`config.mk`:
```
export PLATFORM = sky130hd
export DESIGN_NAME = seq_gen_1001_flat
export DESIGN_NICKNAME = d
export VERILOG_FILES = /design/src/rtl/seq_gen_1001_if.sv /design/src/rtl/seq_gen_1001.sv /design/src/flat_wrapper.sv
export SDC_FILE = /design/constraint.sdc
export NUM_CORES = 1
export LEC_CHECK = 0
export BUFFER_PORTS_ARGS = -buffer_cell sky130_fd_sc_hd__buf_2
export CAP_MARGIN = 20
export CORE_MARGIN = 4
export CORE_UTILIZATION = 55
export CTS_CLUSTER_DIAMETER = 100
export DETAILED_ROUTE_END_ITERATION = 12
export PLACE_DENSITY = 0.87
export SETUP_SLACK_MARGIN = 0.02
export SLEW_MARGIN = 20
export SYNTH_ARGS = -nofsm -noshare
export SYNTH_HDL_FRONTEND = slang
export SYNTH_SLANG_ARGS = --single-unit
```
`constraint.sdc`:
```
create_clock -name clk -period 4.4 [get_ports clk]
set_input_delay 0 -clock clk [delete_from_list [all_inputs] [get_ports clk]]
set_output_delay 0 -clock clk [all_outputs]
set_load 0.05 [all_outputs]
```
`src/rtl/seq_gen_1001_if.sv`:
```
// Control and serial-bit handshake bundle for seq_gen_1001.
// master = the side that issues start and consumes bits; slave = the generator.
interface seq_gen_1001_if #(
  parameter int CNT_W = 8,
  parameter int GAP_W = 4
);
  logic             start;
  logic [CNT_W-1:0] num_frames;
  logic [GAP_W-1:0] gap_len;
  logic             out_ready;
  logic             out_bit;
  logic             out_valid;
  logic             frame_end;
  logic             busy;
  logic             done;

  modport master (
    output start, num_frames, gap_len, out_ready,
    input  out_bit, out_valid, frame_end, busy, done
  );

  modport slave (
    input  start, num_frames, gap_len, out_ready,
    output out_bit, out_valid, frame_end, busy, done
  );
endinterface

```
`src/rtl/seq_gen_1001.sv`:
```
// Serialises N "1001" frames separated by G zero bits onto a valid/ready bit stream.
// Moore FSM: every output decodes from the registered state only.
module seq_gen_1001 #(
  parameter int CNT_W = 8,
  parameter int GAP_W = 4
) (
  input  logic                 clk,
  input  logic                 reset,
  seq_gen_1001_if.slave        bus,
  output logic [2:0]           state_dbg
);

  typedef enum logic [2:0] {
    IDLE = 3'd0,
    S1A  = 3'd1,
    S0A  = 3'd2,
    S0B  = 3'd3,
    S1B  = 3'd4,
    GAP  = 3'd5,
    DONE = 3'd6
  } state_e;

  state_e           state_q, state_d;
  logic [CNT_W-1:0] frames_left_q, frames_left_d;
  logic [GAP_W-1:0] gap_cfg_q, gap_cfg_d;
  logic [GAP_W-1:0] gap_cnt_q, gap_cnt_d;
  logic             xfer;

  // Bit side: a bit moves only in a cycle where out_valid and out_ready are both 1;
  // out_valid never waits on out_ready, and while stalled every output holds.
  assign xfer      = bus.out_valid & bus.out_ready;
  assign state_dbg = state_q;

  always_comb begin
    bus.out_bit   = 1'b0;
    bus.out_valid = 1'b0;
    bus.frame_end = 1'b0;
    bus.done      = 1'b0;
    bus.busy      = (state_q != IDLE);
    case (state_q)
      S1A:     begin bus.out_bit = 1'b1; bus.out_valid = 1'b1; end
      S0A,
      S0B,
      GAP:     bus.out_valid = 1'b1;
      S1B:     begin bus.out_bit = 1'b1; bus.out_valid = 1'b1; bus.frame_end = 1'b1; end
      DONE:    bus.done = 1'b1;
      default: ;
    endcase
  end

  always_comb begin
    state_d       = state_q;
    frames_left_d = frames_left_q;
    gap_cfg_d     = gap_cfg_q;
    gap_cnt_d     = gap_cnt_q;
    case (state_q)
      IDLE: begin
        if (bus.start) begin
          frames_left_d = bus.num_frames;
          gap_cfg_d     = bus.gap_len;
          state_d       = (bus.num_frames == '0) ? DONE : S1A;
        end
      end
      S1A: if (xfer) state_d = S0A;
      S0A: if (xfer) state_d = S0B;
      S0B: if (xfer) state_d = S1B;
      S1B: begin
        if (xfer) begin
          frames_left_d = frames_left_q - 1'b1;
          if (frames_left_q == CNT_W'(1)) begin
            state_d = DONE;
          end else if (gap_cfg_q == '0) begin
            state_d = S1A;
          end else begin
            gap_cnt_d = gap_cfg_q;
            state_d   = GAP;
          end
        end
      end
      GAP: begin
        if (xfer) begin
          gap_cnt_d = gap_cnt_q - 1'b1;
          if (gap_cnt_q == GAP_W'(1)) state_d = S1A;
        end
      end
      DONE:    state_d = IDLE;
      default: state_d = IDLE;
    endcase
  end

  always_ff @(posedge clk) begin
    if (!reset) begin
      state_q       <= IDLE;
      frames_left_q <= '0;
      gap_cfg_q     <= '0;
      gap_cnt_q     <= '0;
    end else begin
      state_q       <= state_d;
      frames_left_q <= frames_left_d;
      gap_cfg_q     <= gap_cfg_d;
      gap_cnt_q     <= gap_cnt_d;
    end
  end

endmodule

```
`src/flat_wrapper.sv`:
```
// flat-port wrapper written by rule: the top's interface ports become plain ports
module seq_gen_1001_flat 
#(
  parameter int CNT_W = 8,
  parameter int GAP_W = 4
)
  (clk, reset, state_dbg, bus_start, bus_num_frames, bus_gap_len, bus_out_ready, bus_out_bit, bus_out_valid, bus_frame_end, bus_busy, bus_done);
  seq_gen_1001_if #(.CNT_W(CNT_W), .GAP_W(GAP_W)) bus_i ();
  input  logic clk;
  input  logic reset;
  output logic [2:0] state_dbg;
  input wire logic [$bits(bus_i.start)-1:0] bus_start;
  input wire logic [$bits(bus_i.num_frames)-1:0] bus_num_frames;
  input wire logic [$bits(bus_i.gap_len)-1:0] bus_gap_len;
  input wire logic [$bits(bus_i.out_ready)-1:0] bus_out_ready;
  output wire logic [$bits(bus_i.out_bit)-1:0] bus_out_bit;
  output wire logic [$bits(bus_i.out_valid)-1:0] bus_out_valid;
  output wire logic [$bits(bus_i.frame_end)-1:0] bus_frame_end;
  output wire logic [$bits(bus_i.busy)-1:0] bus_busy;
  output wire logic [$bits(bus_i.done)-1:0] bus_done;
  assign bus_i.start = bus_start;
  assign bus_i.num_frames = bus_num_frames;
  assign bus_i.gap_len = bus_gap_len;
  assign bus_i.out_ready = bus_out_ready;
  assign bus_out_bit = bus_i.out_bit;
  assign bus_out_valid = bus_i.out_valid;
  assign bus_frame_end = bus_i.frame_end;
  assign bus_busy = bus_i.busy;
  assign bus_done = bus_i.done;
  seq_gen_1001 #(.CNT_W(CNT_W), .GAP_W(GAP_W)) u_core (.clk(clk), .reset(reset), .bus(bus_i), .state_dbg(state_dbg));
endmodule
```
Yosys cells after proc, flatten, opt, wreduce, memory -nomap -nowiden
Cells that the tools add are included.
{ "totals": {"inputBits": 16, "out_inout_bits": 8, "ff_bits": 19, "word_cells": 59} }
{ "classes": {"mux": 23, "n_eq_ne": 17, "reduce_logical": 12, "n_addsub": 2, "bitwise_logic": 1} }
{ "ops": {"columns": ["op", "n"], "rows": [
  ["3-bit 2-to-1 mux", 10],
  ["3-bit case mux with 6 select lines", 1],
  ["4-bit 2-to-1 mux", 4],
  ["8-bit 2-to-1 mux", 2],
  ["8-bit case mux with 2 select lines", 1],
  ["2-bit by 1-bit inequality test with 1-bit output, second input constant", 6],
  ["3-bit equality test, second input constant", 3],
  ["8-bit by 1-bit equality test with 1-bit output, second input constant", 1],
  ["8-bit logical NOT", 1],
  ["4-bit case mux with 2 select lines", 1],
  ["8-bit by 1-bit subtractor with 8-bit output, second input constant", 1],
  ["7-bit AND reduction", 1],
  ["3-bit by 2-bit equality test with 1-bit output, second input constant", 2],
  ["2-bit inequality test, second input constant", 3],
  ["5-bit AND reduction", 1],
  ["5-bit OR reduction", 1],
  ["4-bit by 1-bit equality test with 1-bit output, second input constant", 1],
  ["4-bit logical NOT", 1],
  ["1-bit 2-to-1 mux", 4],
  ["2-bit nonzero test", 2],
  ["4-bit by 1-bit subtractor with 4-bit output, second input constant", 1],
  ["3-bit by 1-bit equality test with 1-bit output, second input constant", 1],
  ["3-bit logical NOT", 1],
  ["3-bit AND reduction", 1],
  ["4 further kinds", 4]
]} }

Logic depth before layout (Yosys ltp)
{ "depth": {"ltp_word": 6, "mapped_depth": 8, "depth_no_buf": 6} }

Worst setup path before layout
No wires, ideal clock.
{ "synth_path": {"kind": "reg2reg", "from": "register u_core.state_q[2] (netlist: u_core.state_dbg[2])", "to": "register u_core.frames_left_q[6]", "path_stages_with_launch": 8, "n_path_buf": 2, "t_required_ns": 4.330, "t_arrival_ns": 1.794, "setup_ns": 0.070, "synth_period_minus_slack_ns": 1.864, "slack_ns": 2.536, "path_cell_list": "dfxtp_1 > or3b_1 > buf_6 > inv_6 > buf_12 > nand4_1 > a21o_1 > a21oi_1"} }
{ "synth_via": {"elab_chain_len": 6, "elab_cells_between_ends": 14, "classes_between": "7 x eq/ne; 2 x mux; 1 x bitwise; 4 x reduce/logical"} }
{ "synth_rtl": {"columns": ["item", "line_no", "source"], "rows": [
  ["from (decl)", "seq_gen_1001.sv:23", "state_e state_q, state_d;"],
  ["from (signal assigned)", "seq_gen_1001.sv:98", "state_q <= state_d;"],
  ["3-bit by 1-bit equality test with 1-bit output (tied with other cells)", "seq_gen_1001.sv:40", "case (state_q)"],
  ["5-bit OR reduction (no line)", null, null],
  ["1-bit 2-to-1 mux", "seq_gen_1001.sv:40", null],
  ["1-bit bitwise AND", "seq_gen_1001.sv:31", "assign xfer = bus.out_valid & bus.out_ready;"],
  ["2-bit by 1-bit inequality test with 1-bit output (no line)", null, null],
  ["3-bit AND reduction (no line)", null, null],
  ["to (signal assigned)", "seq_gen_1001.sv:99", "frames_left_q <= frames_left_d;"],
  ["to (decl)", "seq_gen_1001.sv:24", "logic [CNT_W-1:0] frames_left_q, frames_left_d;"]
]} }
Parallel ways exist; a longest one is shown, timed or not.
A chain may end at the register's enable or synchronous reset.

Worst setup path after layout
{ "layout_path": {"from": "register u_core.state_q[2] (netlist: u_core.state_dbg[2])", "to": "output bus_frame_end"} }
{ "layout_via": {"elab_chain_len": 2} }
{ "layout_rtl": {"columns": ["item", "line_no", "source"], "rows": [
  ["3-bit equality test", "seq_gen_1001.sv:40", null],
  ["1-bit 2-to-1 mux", "seq_gen_1001.sv:40", null],
  ["to (decl)", "flat_wrapper.sv:18", "output wire logic [$bits(bus_i.frame_end)-1:0] bus_frame_end;"]
]} }
Every way passes these cells.

==> parameters.txt <==
Parameter                              Value

Run status
  Outcome ... complete, no violations

Clocking
  Maximum number of buffers from clock root to sink ... 2
  Clock sinks ... 19
  Count of buffers added by post-CTS timing repair for setup ... 0
  Htree depth ... 1
  Clock transition at the registers of the reported paths ... between 0.1 and 0.15 ns
  Clock latency of the later-clocked register in the worst-skew pair ... around 0.30 ns
  TritonCTS Buffers ... 3
  Clock tree from TritonCTS ... done
  Cell at the root of the clock tree ... sky130_fd_sc_hd__clkbuf_4

Critical path
  WP data required ... roughly 4.4 ns
  Critical Path Start Type ... flop
  Worst reg2reg path endpoint ... u_core.state_dbg[1]
  Reg2Reg Launch Point ... u_core.state_dbg[0]
  Worst Setup End Kind ... primary output
  Arrival time reported for the critical path endpoint ... about 2.1 ns
  Register-to-register path setup slack ... 2.30 ns
  Largest fanout on the critical path ... 16
  Critical path start-end classification ... reg -> out
  R2R cell count ... 4

Logic synthesis
  Most frequently used cell type in the post-synthesis netlist ... sky130_fd_sc_hd__dfxtp_1
  Gate Count Post-Synth ... 171
  Cell area after synthesis ... around 0.0013 mm2
  Cell types occupying the most area after synthesis ... sky130_fd_sc_hd__dfxtp_1 28%, sky130_fd_sc_hd__a21oi_1 6.7%, sky130_fd_sc_hd__mux2i_1 4.5%, sky130_fd_sc_hd__ha_1 3.7%, sky130_fd_sc_hd__o21ai_0 3.7%
  Number of synthesized flops with an enable pin ... 0
  Top post-synthesis cells by count ... 19 x sky130_fd_sc_hd__dfxtp_1, 18 x sky130_fd_sc_hd__a21oi_1, 13 x sky130_fd_sc_hd__nand2_1
  Synth Register Bits ... 19
  Syn Area/Cell ... 7.81 um2
  Synth Flop Type ... sky130_fd_sc_hd__dfxtp_1
  Proportion of netlist area held by the largest area contributor ... about 28%
  Yosys cell types ... 47
  Ys async rst share ... 0%
  Syn. warnings ... 0
  Sequential-to-total area share from yosys stat ... 28.5%
  Biggest area consumer among synthesized cells ... sky130_fd_sc_hd__dfxtp_1
  Syn Nets ... around 190

STA
  FMAX ... between 400 and 500 MHz
  Final number of max-transition violations ... 0
  Setup repair after global routing missed its margin ... false
  Worst Tran Pin Value ... approximately 0.66 ns
  Post-route minimum period ... about 2.1 ns
  Setup total negative slack ... 0 ns
  Final setup skew ... around 0.0044 ns
  Tightest slew margin relative to the limit ... a little under three fifths
  Final setup vio count ... 0
  Hold violation count in the final report ... 0
  Period utilisation layout ... 48.6%

Floorplanning
  Number of top-level design ports ... 24
  Starting utilization of the core area ... about three fifths
  Width of the die ... 57.3 um
  Y dimension of the die ... between 50 and 60 um
  Overall die area ... between 0.003 and 0.004 mm2
  Floorplan row count ... 17
  Area of the core ... ~0.0023 mm2

Hold path
  Hold Path End ... u_core.frames_left_q[5]
  Worst hold start ... bus_num_frames[5]
  Hold depth ... 3
  Type of the worst min-delay path ... in -> reg

Final layout
  Cell area after layout ... ~0.0015 mm2
  Area growth from synthesis to layout ... 12.1%
  Final antenna diode count ... 0
  Nets@finish ... approximately 210
  Layout cell share with drive strength beyond 1 ... between 10% and 20%

Routing
  Avg WL per Cell ... approximately 15 um
  Sum of routed wire segments on met1 ... 1.39 mm
  Post-DR vias/cell ... a little over 6
  Remaining design rule violation count ... 0
  Number of search-and-repair iterations in the first detailed-routing pass ... 5
  Routed vias ... 1,376
  Total detailed-routing wirelength ... 3.25 mm
  Post-route ant nets ... 0
  Initial DRC Count ... 78
  Uppermost metal layer occupied by signal nets ... met4
  Met3 WL ... 232 um
  Met2 WL ... ~1.6 mm

Global route
  Maximum number of pins on one net before global-route repair ... 22
  Final global-route overflow total ... 0
  Number of antenna violations at the first check in global routing ... 0
  First-pass GRT wire length ... about 5.7 mm
  Total global-route track usage ... about a fifth
  Number of global-route vias before repair ... 1,296

Power and ir drop
  VDD IR-drop max ... roughly 0.44 mV
  Leakage power summed over all cells ... approximately 0.6 nW
  Power density over the cells ... about 490 mW/mm2

Placed design
  Post-detail-place hpwl ... around 2.4 mm
  Placer's final routability congestion estimate ... about 0.93
  Placed instance area ... ~0.0014 mm2
  Count of buffers inserted at the top-level ports ... 23

Run
  Maximum Capacitance Violations ... 0
-- area by class of cell --
cell class | count | area (um2)
multi-input combinational | 128 | 823
fill | 201 | 757
sequential | 19 | 380
timing repair buffer | 29 | 175
inverter | 13 | 53.8
tap | 28 | 35.0
clock buffer | 3 | 22.5
clock inverter | 1 | 7.51
-- stage by stage --
stage | power, mW | cells | utilization [%] | hold slack, ns | setup slack [ns]
3_5_place_dp | 0.629 | 211 | 62.4 | 0.243 | 2.35
5_1_grt | 0.783 | 221 | 66.4 | 0.0302 | 2.14
6_report | 0.730 | 221 | 66.4 | 0.0133 | 2.26
4_1_cts | 0.727 | 221 | 66.4 | 0.000245 | 2.29
3_3_place_gp | 0.615 | 211 | 62.4 | 0.235 | 2.47
2_1_floorplan | 0.561 | 171 | - | 0.147 | 2.54
-- flip-flops by register name (all words and copies together), names as in the netlist --
name                  count
u_core.gap_cfg_q          4
u_core.state_dbg          3
u_core.frames_left_q      8
u_core.gap_cnt_q          4
-- repair_timing --
action | CTS | global route
hold buffers | 6 | 0
hold endpoints to repair | 6 | 0
resized for setup | 0 | 0
-- cell usage in the layout (no fill, tap or decap), drive strengths merged, types with 3 or more instances in the layout --
master and n:
or4 3, a32o 4, or3 5, a21oi 18, inv 13, nor2 12, ha 4, clkbuf 3
buf 23, nand2b 3, a31oi 3, dfxtp 19, a21o 3, nand2 13, nand3b 3, mux2i 6
dlygate4sd3 6, nor3 7, o211ai 5, o21ai 11
-- power breakdown --
part | internal, mW | switching (mW) | total (mW)
Sequential | 0.202 | 0.0601 | 0.263
Clock | 0.0346 | 0.0591 | 0.0937
Combinational | 0.129 | 0.245 | 0.374
Total | 0.366 | 0.364 | 0.730
-- critical path, cell delays in order, from the launching register on --
cell and delay (ns):
sky130_fd_sc_hd__dfxtp_1 0.67, sky130_fd_sc_hd__or3b_1 0.68, sky130_fd_sc_hd__inv_6 0.20, sky130_fd_sc_hd__buf_2 0.28
-- kinds of logic after synthesis --
group	count (synthesis)	share of synthesized area (%)
fa+ha+maj	4	3.75
buf+inv	24	9.92
simple gates	62	25.9
compound gates	54	26.1
xor+xnor	2	1.31
mux	6	4.49
flops	19	28.5
-- worst max-delay path by stage --
stage	start	end	slack, ns
floorplan	u_core.state_dbg[2]	u_core.frames_left_q[6]	2.54
global placement	u_core.state_dbg[0]	u_core.state_dbg[1]	2.47
detailed placement	u_core.state_dbg[0]	u_core.state_dbg[1]	2.35
CTS	u_core.state_dbg[2]	bus_frame_end	2.29
global route	u_core.state_dbg[0]	u_core.state_dbg[1]	2.14
finish	u_core.state_dbg[2]	bus_frame_end	2.26
-- per-layer routing --
layer / track usage, % / up-vias
li1: - / 677
met1: 28.0 / 636
met2: 36.7 / 58
met3: 4.30 / 5
met4: 2.98 / 0
met5: 0 / -
(Power assumes the default switching activity.)
